==> config.mk <==
export PLATFORM = sky130hd
export DESIGN_NAME = set_assoc_cache
export DESIGN_NICKNAME = d
export VERILOG_FILES = /design/src/rtl/set_assoc_cache.sv
export SDC_FILE = /design/constraint.sdc
export NUM_CORES = 1
export LEC_CHECK = 0
export CAP_MARGIN = 30
export CORE_MARGIN = 2
export CORE_UTILIZATION = 59
export DETAILED_ROUTE_END_ITERATION = 7
export GPL_TIMING_DRIVEN = 0
export PLACE_DENSITY_LB_ADDON = 0.15
export SLEW_MARGIN = 25
export SYNTH_ARGS = -nofsm -noshare
export SYNTH_HDL_FRONTEND = slang
export SYNTH_SLANG_ARGS = --single-unit
==> constraint.sdc <==
create_clock -name clk -period 9.2 [get_ports clk]
set_clock_uncertainty 0.15 [all_clocks]
set_input_delay 1.84 -clock clk [delete_from_list [all_inputs] [get_ports clk]]
set_output_delay 1.84 -clock clk [all_outputs]
set_load 0.1 [all_outputs]
==> src/rtl/set_assoc_cache.sv <==
// N-way set-associative write-through data cache, one word per line, true-LRU
// replacement, req/ack miss path to memory, flush and saturating hit/miss counters.
module set_assoc_cache #(
  parameter int DATA_WIDTH = 32,
  parameter int ADDR_WIDTH = 32,
  parameter int SET_WIDTH  = 3,
  parameter int WAYS       = 2,
  parameter int CNT_WIDTH  = 32
) (
  input  logic                  clk,
  input  logic                  rst,
  input  logic                  req_valid_i,
  input  logic                  req_we_i,
  input  logic [ADDR_WIDTH-1:0] req_addr_i,
  input  logic [DATA_WIDTH-1:0] req_wdata_i,
  output logic                  req_ready_o,
  output logic                  resp_valid_o,
  output logic [DATA_WIDTH-1:0] resp_rdata_o,
  output logic                  resp_hit_o,
  output logic                  mem_req_o,
  output logic                  mem_we_o,
  output logic [ADDR_WIDTH-1:0] mem_addr_o,
  output logic [DATA_WIDTH-1:0] mem_wdata_o,
  input  logic [DATA_WIDTH-1:0] mem_rdata_i,
  input  logic                  mem_ack_i,
  input  logic                  flush_i,
  output logic [CNT_WIDTH-1:0]  hit_count_o,
  output logic [CNT_WIDTH-1:0]  miss_count_o
);
  localparam int SETS  = 1 << SET_WIDTH;
  localparam int TAG_W = ADDR_WIDTH - SET_WIDTH - 2;
  localparam int WAY_W = (WAYS > 1) ? $clog2(WAYS) : 1;

  typedef enum logic [1:0] {IDLE, RD_MISS, WR_MEM, RESP} state_t;
  typedef logic [WAYS-1:0][WAY_W-1:0] ages_t;
  typedef struct packed {
    logic                  hit;
    logic [DATA_WIDTH-1:0] rdata;
  } rsp_t;

  state_t                     state, state_n;
  logic [SETS-1:0][WAYS-1:0]  valid;
  ages_t [SETS-1:0]           age;
  logic [TAG_W-1:0]           tags [SETS][WAYS];
  logic [DATA_WIDTH-1:0]      data [SETS][WAYS];
  rsp_t                       rsp;
  logic                       flush_pend;

  logic [SET_WIDTH-1:0] lk_set, fl_set;
  logic [TAG_W-1:0]     lk_tag, fl_tag;
  logic                 lk_hit;
  logic [WAY_W-1:0]     lk_way, victim;
  logic                 accept, ack, fill;
  logic                 unused;

  assign lk_set = req_addr_i[SET_WIDTH+1:2];
  assign lk_tag = req_addr_i[ADDR_WIDTH-1:SET_WIDTH+2];
  // The outstanding miss address doubles as the fill index/tag.
  assign fl_set = mem_addr_o[SET_WIDTH+1:2];
  assign fl_tag = mem_addr_o[ADDR_WIDTH-1:SET_WIDTH+2];
  assign unused = ^{req_addr_i[1:0], mem_addr_o[1:0]};

  assign req_ready_o  = (state == IDLE) && !flush_i && !flush_pend;
  assign accept       = req_valid_i && req_ready_o;
  assign ack          = mem_req_o && mem_ack_i;
  assign fill         = (state == RD_MISS) && ack;
  assign resp_valid_o = (state == RESP);
  assign resp_hit_o   = resp_valid_o && rsp.hit;
  assign resp_rdata_o = resp_valid_o ? rsp.rdata : '0;

  // Touched way becomes MRU; ways younger than it age by one.
  function automatic ages_t lru_touch(ages_t a, logic [WAY_W-1:0] w);
    ages_t n;
    for (int i = 0; i < WAYS; i++) begin
      if (i == int'(w))    n[i] = '0;
      else if (a[i] < a[w]) n[i] = a[i] + 1'b1;
      else                 n[i] = a[i];
    end
    return n;
  endfunction

  always_comb begin
    lk_hit = 1'b0;
    lk_way = '0;
    for (int w = WAYS-1; w >= 0; w--)
      if (valid[lk_set][w] && tags[lk_set][w] == lk_tag) begin
        lk_hit = 1'b1;
        lk_way = WAY_W'(w);
      end
  end

  // Lowest invalid way wins over the LRU way.
  always_comb begin
    victim = '0;
    for (int w = 0; w < WAYS; w++)
      if (age[fl_set][w] == WAY_W'(WAYS-1)) victim = WAY_W'(w);
    for (int w = WAYS-1; w >= 0; w--)
      if (!valid[fl_set][w]) victim = WAY_W'(w);
  end

  always_ff @(posedge clk or posedge rst)
    if (rst) state <= IDLE;
    else     state <= state_n;

  always_comb begin
    state_n = state;
    case (state)
      IDLE:            if (accept) state_n = req_we_i ? WR_MEM : (lk_hit ? RESP : RD_MISS);
      RD_MISS, WR_MEM: if (ack)    state_n = RESP;
      RESP:            state_n = IDLE;
      default:         state_n = IDLE;
    endcase
  end

  always_ff @(posedge clk or posedge rst) begin
    if (rst) begin
      valid <= '0;
      for (int s = 0; s < SETS; s++)
        for (int w = 0; w < WAYS; w++) age[s][w] <= WAY_W'(w);
      mem_req_o    <= 1'b0;
      mem_we_o     <= 1'b0;
      mem_addr_o   <= '0;
      mem_wdata_o  <= '0;
      rsp          <= '0;
      flush_pend   <= 1'b0;
      hit_count_o  <= '0;
      miss_count_o <= '0;
    end else begin
      if (state != IDLE && flush_i) flush_pend <= 1'b1;
      if (state == IDLE && (flush_i || flush_pend)) begin
        valid      <= '0;
        flush_pend <= 1'b0;
      end
      if (accept) begin
        rsp.hit   <= lk_hit;
        rsp.rdata <= (lk_hit && !req_we_i) ? data[lk_set][lk_way] : '0;
        if (lk_hit) age[lk_set] <= lru_touch(age[lk_set], lk_way);
        if (req_we_i || !lk_hit) begin
          mem_req_o   <= 1'b1;
          mem_we_o    <= req_we_i;
          mem_addr_o  <= {req_addr_i[ADDR_WIDTH-1:2], 2'b00};
          mem_wdata_o <= req_we_i ? req_wdata_i : '0;
        end
      end
      if (ack) begin
        mem_req_o <= 1'b0;
        mem_we_o  <= 1'b0;
      end
      if (fill) begin
        valid[fl_set][victim] <= 1'b1;
        age[fl_set]           <= lru_touch(age[fl_set], victim);
        rsp.rdata             <= mem_rdata_i;
      end
      if (state == RESP) begin
        if (rsp.hit) begin
          if (~&hit_count_o) hit_count_o <= hit_count_o + 1'b1;
        end else begin
          if (~&miss_count_o) miss_count_o <= miss_count_o + 1'b1;
        end
      end
    end
  end

  // Payload arrays carry no reset; valid bits gate every use.
  always_ff @(posedge clk) begin
    if (accept && req_we_i && lk_hit) data[lk_set][lk_way] <= req_wdata_i;
    if (fill) begin
      tags[fl_set][victim] <= fl_tag;
      data[fl_set][victim] <= mem_rdata_i;
    end
  end
endmodule

# Word level (Yosys, flattened, before mapping)
# Memories as Yosys holds them, arrays and structs flattened.
# Index checks and enable logic that the tools add are counted.
# op_classes
n_reduce_logical	39
muxes	82
n_eq_ne	7
n_lt_le_gt_ge	15
addsub	6
n_bitwise	6
# ops
op	count
two-way mux 32 bit	10
two-way mux 64 bit	4
two-way mux 16 bit	5
adder 32 x 1 -> 32 bit, second input constant	2
demux 32 bit (select 1 bit)	2
AND reduction 32 bit	2
OR reduction 64 bit	1
== test 27 bit	2
two-way mux 54 bit	1
two-way mux 1 bit	35
bitwise mux 16 bit	2
demux 27 bit (select 1 bit)	1
two-way mux 27 bit	1
binary-select mux 2 bit (select 3 bit)	4
two-way mux 2 bit	11
demux 2 bit (select 3 bit)	3
logical AND 1 bit	18
bitwise OR 16 bit	1
nonzero test 2 bit	5
< comparator 3 x 4 -> 1 bit, second input constant	2
>= comparator 3 x 1 -> 1 bit, second input constant	2
one-hot mux 2 bit (3 select lines)	1
AND reduction 2 bit	3
AND reduction 3 bit	2
17 further kinds	35
# totals
out_inout_bits	165
in_bits	102
n_memories	2
regBits	196
word_cells	191
ramBits	944
# memory_table
memory	depth	width	rd	rd_ports_with_merged_regs	wr	line	source
data	8	64	1	0	1	45	logic [DATA_WIDTH-1:0] data [SETS][WAYS];
tags	8	54	1	0	1	44	logic [TAG_W-1:0] tags [SETS][WAYS];

# Logic depth before layout (Yosys ltp)
# depth
ltp_word	17
mapped_depth	15
mapped_depth_nobuf	10

# Worst setup path before layout
# OpenSTA, ideal clock, no wires.
# synth_path
path_kind	input to register
from	input req_addr_i[2]
to	memory data[6][0] (netlist name), enable pin
slack_ns	2.631
path_stages	13
setup_ns	0.421
required_ns	8.629
path_buffers	5
arrival_time_ns	5.998
path_cell_list	buf_4 -> buf_4 -> buf_2 -> buf_4 -> buf_1 -> mux2i_1 -> xnor2_1 -> nor4_1 -> nand2_1 -> or4_1 -> nor3b_2 -> a22oi_2 -> nor2_1
# synth_between
elab_chain_cells	12
word_cells_on_any_way	21
classes_between	2 x order compare; 2 x eq/ne; 11 x mux; 1 x bitwise; 4 x reduce/logical; 1 x memory
# synth_lines
item	line	source
start, declared	14	input logic [ADDR_WIDTH-1:0] req_addr_i,
memory (8 x 54 bit) or binary-select mux 2 bit (select 3 bit) (tied branches)	--	
== test 27 bit or two-way mux 2 bit (tied branches)	86	if (valid[lk_set][w] && tags[lk_set][w] == lk_tag) begin
logical AND 1 bit	86	
two-way mux 1 bit (2 in a row)	86	
inverter 1 -> 2 bit (not written as such)	166	if (accept && req_we_i && lk_hit) data[lk_set][lk_way] <= req_wdata_i;
>= comparator 2 bit (not written as such) or < comparator 2 x 1 -> 1 bit (tied branches)	166	
logical AND 1 bit (not written as such)	166	
two-way mux 32 bit (not written as such)	166	
demux 32 bit (select 1 bit)	166	
two-way mux 64 bit (not written as such)	166	
two-way mux 64 bit (no source line)	--	
end, declared	45	
# Parallel ways exist; a longest one is shown, timed or not. The select of a mux whose other input is x is not followed.

# Final worst setup path
# layout_path
from	input req_addr_i[3]
to	memory data[3][46] (netlist name), enable pin
# The elaborated chain is that of the path after synthesis.

==> impl_metrics.env <==
export IMPL_ys_seq_area_share_pct=72.7
export IMPL_cpPeakStageDelay_ps=1000
export IMPL_grt_pass1_wl_um=205000
export IMPL_required_ps=9420
export IMPL_maxSlewViolCount=0
export IMPL_crit_chain="clkdlybuf4s50_1 > buf_2 > nand2_1 > clkbuf_1 > clkbuf_1 > a211oi_1 > o31ai_1 > nor4b_1 > nand4_1 > nor4_4 > a21oi_1 > nor2_4 > buf_8 > buf_16"
export IMPL_fmax_mhz=123
export IMPL_syn_area_per_cell_sq_um=15.7
export IMPL_finalSetupViolations=0
export IMPL_peakVddDrop_uv=267
export IMPL_worst_pin_slew_ps=1140
export IMPL_dr_pass1_iters=5
export IMPL_dp_cells=4285
export IMPL_criticalPathCategory="in -> reg"
export IMPL_cts_root_buf="clkbuf_16"
export IMPL_hold_class="reg -> reg"
export IMPL_crit_top_cell="clkbuf_1"
export IMPL_die_x_um=282
export IMPL_cts_buffers=112
export IMPL_layout_cells_non_filler=4510
export IMPL_overflow=0
export IMPL_cp_top_family="buffers and inverters"
export IMPL_synth_edf_count=944
export IMPL_antenna_left=0
export IMPL_cts_tree="yes"
export IMPL_reg2reg_setup_slack_ps=3760
export IMPL_synth_flop_cell="edfxtp_1"
export IMPL_path_clk_slew_ps=60
export IMPL_cts_num_sinks=1140
export IMPL_post_drt_wl_per_cell_um=32.2
export IMPL_worstSetupStartpointType="primary input"
export IMPL_multi_input_area_sq_um=11800
export IMPL_filler_cell_count=4906
export IMPL_setup_tns_ps=0
export IMPL_seq_area_sq_um=33300
export IMPL_cp_end_kind="flop"
export IMPL_synthCells=2914
export IMPL_async_reset_ff_share_pct=17.2
export IMPL_area_growth_pct=20.8
export IMPL_whs_ps=337
export IMPL_port_buffers=261
export IMPL_leakagePower_uw=0.0192
export IMPL_power_density_nw_per_um2=253
export IMPL_crit_slowest_cell="nor4_4"
export IMPL_post_route_min_period_ps=8140
export IMPL_die_y_um=282
export IMPL_drv_cap=0
export IMPL_cp_num_buf_inv=6
export IMPL_dieArea_sq_um=79700
export IMPL_rsz0062_at_grt="no"
export IMPL_yosys_warnings=0
export IMPL_worst_r2r_cell_count=10
export IMPL_cp_max_fo=14
export IMPL_post_route_util_pct=71.6
export IMPL_gp_congestion=0.911
export IMPL_clock_latency_ps=680
export IMPL_post_dp_hpwl_um=98700
export IMPL_holdPathStages=1
export IMPL_grt_max_degree=86
export IMPL_grt_usage_pct=36.5
export IMPL_post_route_drc_count=0
export IMPL_wl_um=145000
export IMPL_grt_antenna_before_repair=4
export IMPL_nets=3473
export IMPL_cp_depth=14
export IMPL_arrival_ps=8360
export IMPL_core_sq_um=77100
export IMPL_h_tree_depth=3
export IMPL_period_share_pct=88.5
export IMPL_syn_area_sq_um=45700
export IMPL_ctsLongestPathBuffers=3
export IMPL_vias_per_cell=6.80
export IMPL_ctsResizeCount=0
export IMPL_postCtsSetupRepairBufs=0
export IMPL_grt_pass1_vias=29675
export IMPL_pin_count=267
export IMPL_initial_core_util_pct=59.3
export IMPL_rows=102
export IMPL_synth_seq_cells=1140
export IMPL_hold_buffers=0
export IMPL_netlist_cell_type_count=84
export IMPL_first_iter_violations=4924
export IMPL_layout_drive_gt1_share_pct=15.6
export IMPL_status="finished, final reports clean"
export IMPL_finalHoldViolCount=0
export IMPL_relSlewSlack_pct=23.5
export IMPL_vias=30652
## worst register-to-register path, stage by stage, from the launching register on
cell       delay (ps)
edfxtp_1          370
mux4_2            490
mux2i_1           400
nor2_1            100
a2111oi_0         530
nand4_1           330
nor4_4           1010
a21oi_1           550
nor2_4            760
buf_8             260
buf_16            190
## through the flow
stage / setup slack [ps] / power, uW / cell area, sq um
final: 1060 / 14000 / 55200
after global routing: 1180 / 14300 / 55200
after CTS: 1530 / 13900 / 55100
after detailed placement: 833 / 9410 / 51400
after global placement: -1450 / 9270 / 49600
after floorplan: 1880 / 8440 / 45700
## power by group
part           total (uW)  leakage, uW  internal, uW  switching (uW)
Combinational        2780      0.00633           689            2090
Sequential           6580       0.0111          6140             437
Clock                4610      0.00181          2680            1940
## synthesized netlist by cell type (all sizes together) (13+ instances only)
library cell / count / share of area, %
nor2b: 26 / 0.36
and3: 13 / 0.18
xor2: 22 / 0.42
a21oi: 47 / 0.52
nor2: 138 / 1.1
and2: 42 / 0.57
o22ai: 162 / 2.2
nor3: 28 / 0.32
mux4: 66 / 3.3
a211oi: 14 / 0.23
dfrtp: 188 / 10
nand2: 218 / 1.8
a22oi: 26 / 0.44
mux2i: 105 / 2.3
clkbuf: 84 / 0.69
nor4: 25 / 0.39
buf: 70 / 0.84
inv: 48 / 0.39
a21o: 20 / 0.33
a31oi: 47 / 0.64
edfxtp: 944 / 62
xnor2: 68 / 1.3
o21ai: 66 / 0.73
nand3: 70 / 0.77
a21boi: 15 / 0.25
mux2: 131 / 3.2
o221ai: 42 / 0.80
or3: 13 / 0.18
nand4: 34 / 0.47
o31ai: 16 / 0.26
## layout make-up
| cell class | instances | share of cell area, % |
|---|---|---|
| sequential | 1140 | 60.2 |
| multi-input combinational | 1572 | 21.4 |
| timing repair buffer | 337 | 7.59 |
| clock buffer | 152 | 5.63 |
| tap | 1040 | 2.36 |
| buffer | 154 | 1.28 |
| clock inverter | 61 | 1.10 |
| inverter | 49 | 0.347 |
| antenna | 5 | 0.0227 |
## cell families (layout without fill, tap and decap cells)
group                      Yosys count  count (layout)  synth area share, %
DFF                               1140            1140                 72.7
buffers and inverters              203             753                 1.93
xor gates and xnor gates            90              90                 1.72
and+or+nand+nor                    656             656                 7.03
muxes                              302             302                 8.78
other                                1               7              0.00820
adders and majority gates            5               5                0.137
AOI/OAI and AO/OA                  517             517                 7.64
## registers in the layout, indices dropped and copies added (netlist names)
signal	flops
data	512
tags	432
rsp	33
hit_count_o	32
mem_wdata_o	32
miss_count_o	32
mem_addr_o	30
age	16
valid	16
state	2
flush_pend	1
mem_req_o	1
mem_we_o	1
## worst paths after layout
path | endpoint | start
max | data[3][46] | req_addr_i[3]
min | miss_count_o[29] | miss_count_o[29]
max reg2reg | data[3][46] | tags[5][49]
min reg2reg | miss_count_o[29] | miss_count_o[29]
max in group asynchronous | rsp[21] | rst
min in group asynchronous | mem_addr_o[21] | rst
## layer usage
layer / share of wire, % / GRT usage, % / up-vias
met4: 4.3 / 14.2 / 0
met3: 14 / 9.49 / 411
met1: 37 / 52.8 / 15417
met5: 0 / 0 / -
li1: - / - / 12329
met2: 44 / 53.7 / 2495
## cells in the final DEF (no fill, tap or decap), types with 68 or more instances in the layout
cell type,Yosys,final
dfrtp_1,188,188
clkbuf_16,0,116
o22ai_1,162,162
edfxtp_1,944,944
clkbuf_1,84,110
nand3_1,70,70
mux2_2,110,110
nor2_1,137,105
xnor2_1,68,68
nand2_1,218,218
mux2i_1,105,105
clkdlybuf4s50_1,0,261
(Power assumes the default switching activity.)
==> edit (same flow settings) <==
The parameter `CNT_WIDTH` goes from 32 to 16.
--- a/src/rtl/set_assoc_cache.sv
+++ b/src/rtl/set_assoc_cache.sv
@@ -5,7 +5,7 @@
   parameter int ADDR_WIDTH = 32,
   parameter int SET_WIDTH  = 3,
   parameter int WAYS       = 2,
-  parameter int CNT_WIDTH  = 32
+  parameter int CNT_WIDTH  = 16
 ) (
   input  logic                  clk,
   input  logic                  rst,
Interface: changed (resized hit_count_o and miss_count_o); port bits go from 267 to 235. No check against the original RTL was run, so the function may have changed too.
==> edit against the original RTL <==
Sequential cell count down 32; worst setup slack better by 0.22 ns; sequential power decreased by 2%; via count decreased by 7.8%; area after synthesis fell by 3.6%; total power decreased by 3.7%; wire length is 5.3% lower; fmax increased by 2.8%; cell area fell by 4.1%; count of clock-buffer cells in the layout stayed put.
==> edit: results (changes against the original RTL) <==
antenna_cells: 2  # was 5
dpl.hpwl_um: 92700  # was 98,700 µm
drt_iter0_drc: 4215  # was 4,924
r2r_slack_ns: 3.25  # was 3.76 ns
routed-via-count: 28300  # was 30,700
combinationalPower_w: 0.00263  # was 0.00278 W
path_max_fanout: 13  # was 14
grt_pass1_wl_um: 195000  # was 205,000 µm
signal_buffers: 456  # was 491
grt_usage_pct: 35.6  # was 36.5%
power.internal_w: 0.00922  # was 0.00950 W
area.sequential_um2: 32500  # was 33,300 µm²
power_leakage_nw: 18.1  # was 19.2 nW
min_to: "hit_count_o[10]"  # was miss_count_o[29]
clockPowerShare_pct: 32.6  # was 33.0%
dp_cells: 3951  # was 4,285
synth_area_leaders: "edfxtp_1, dfrtp_1, mux4_2"  # unchanged
multi_input_comb_area_um2: 11000  # was 11,800 µm²
inverters: 9  # was 49
fin_crit_sh_pct: 86.1  # was 88.5%
status: "finished, final reports clean"  # unchanged
multi_input_gates: 1413  # was 1,572
synth_cells: 2688  # was 2,914
cp-endpoint: "data[0][28]"  # was data[3][46]
crit_arrival_ns: 8.20  # was 8.36 ns
port_buffers: 227  # was 261
edit: changes by cell type after synthesis, moves of 32 or more:
| cell | delta |
|---|---|
| a22o_1 | +34 |
| nand3_1 | -40 |
| a31oi_1 | -34 |
| dfrtp_1 | -32 |
| inv_1 | -40 |
| xnor2_1 | -34 |
| nand2_1 | -71 |
edit: kinds of logic (layout without fill, tap and decap cells):
family / count (synthesis) / in the layout / synth area share, %
flip-flops: 1108 / 1108 / 73.7
AO/OA/AOI/OAI: 526 / 526 / 8.03
AND/OR/NAND/NOR: 516 / 516 / 5.69
multiplexers: 315 / 315 / 9.75
buffers and inverters: 168 / 667 / 1.73
XOR/XNOR: 49 / 49 / 0.974
adder cells (fa/ha/maj): 5 / 5 / 0.142
other: 1 / 4 / 0.00851
edit: routing by layer:
layer  part of all wire [%]  track usage, %
met5                  0.017               0
met4                    5.8            19.0
met3                     11            7.24
met2                     49            58.9
met1                     35            44.7
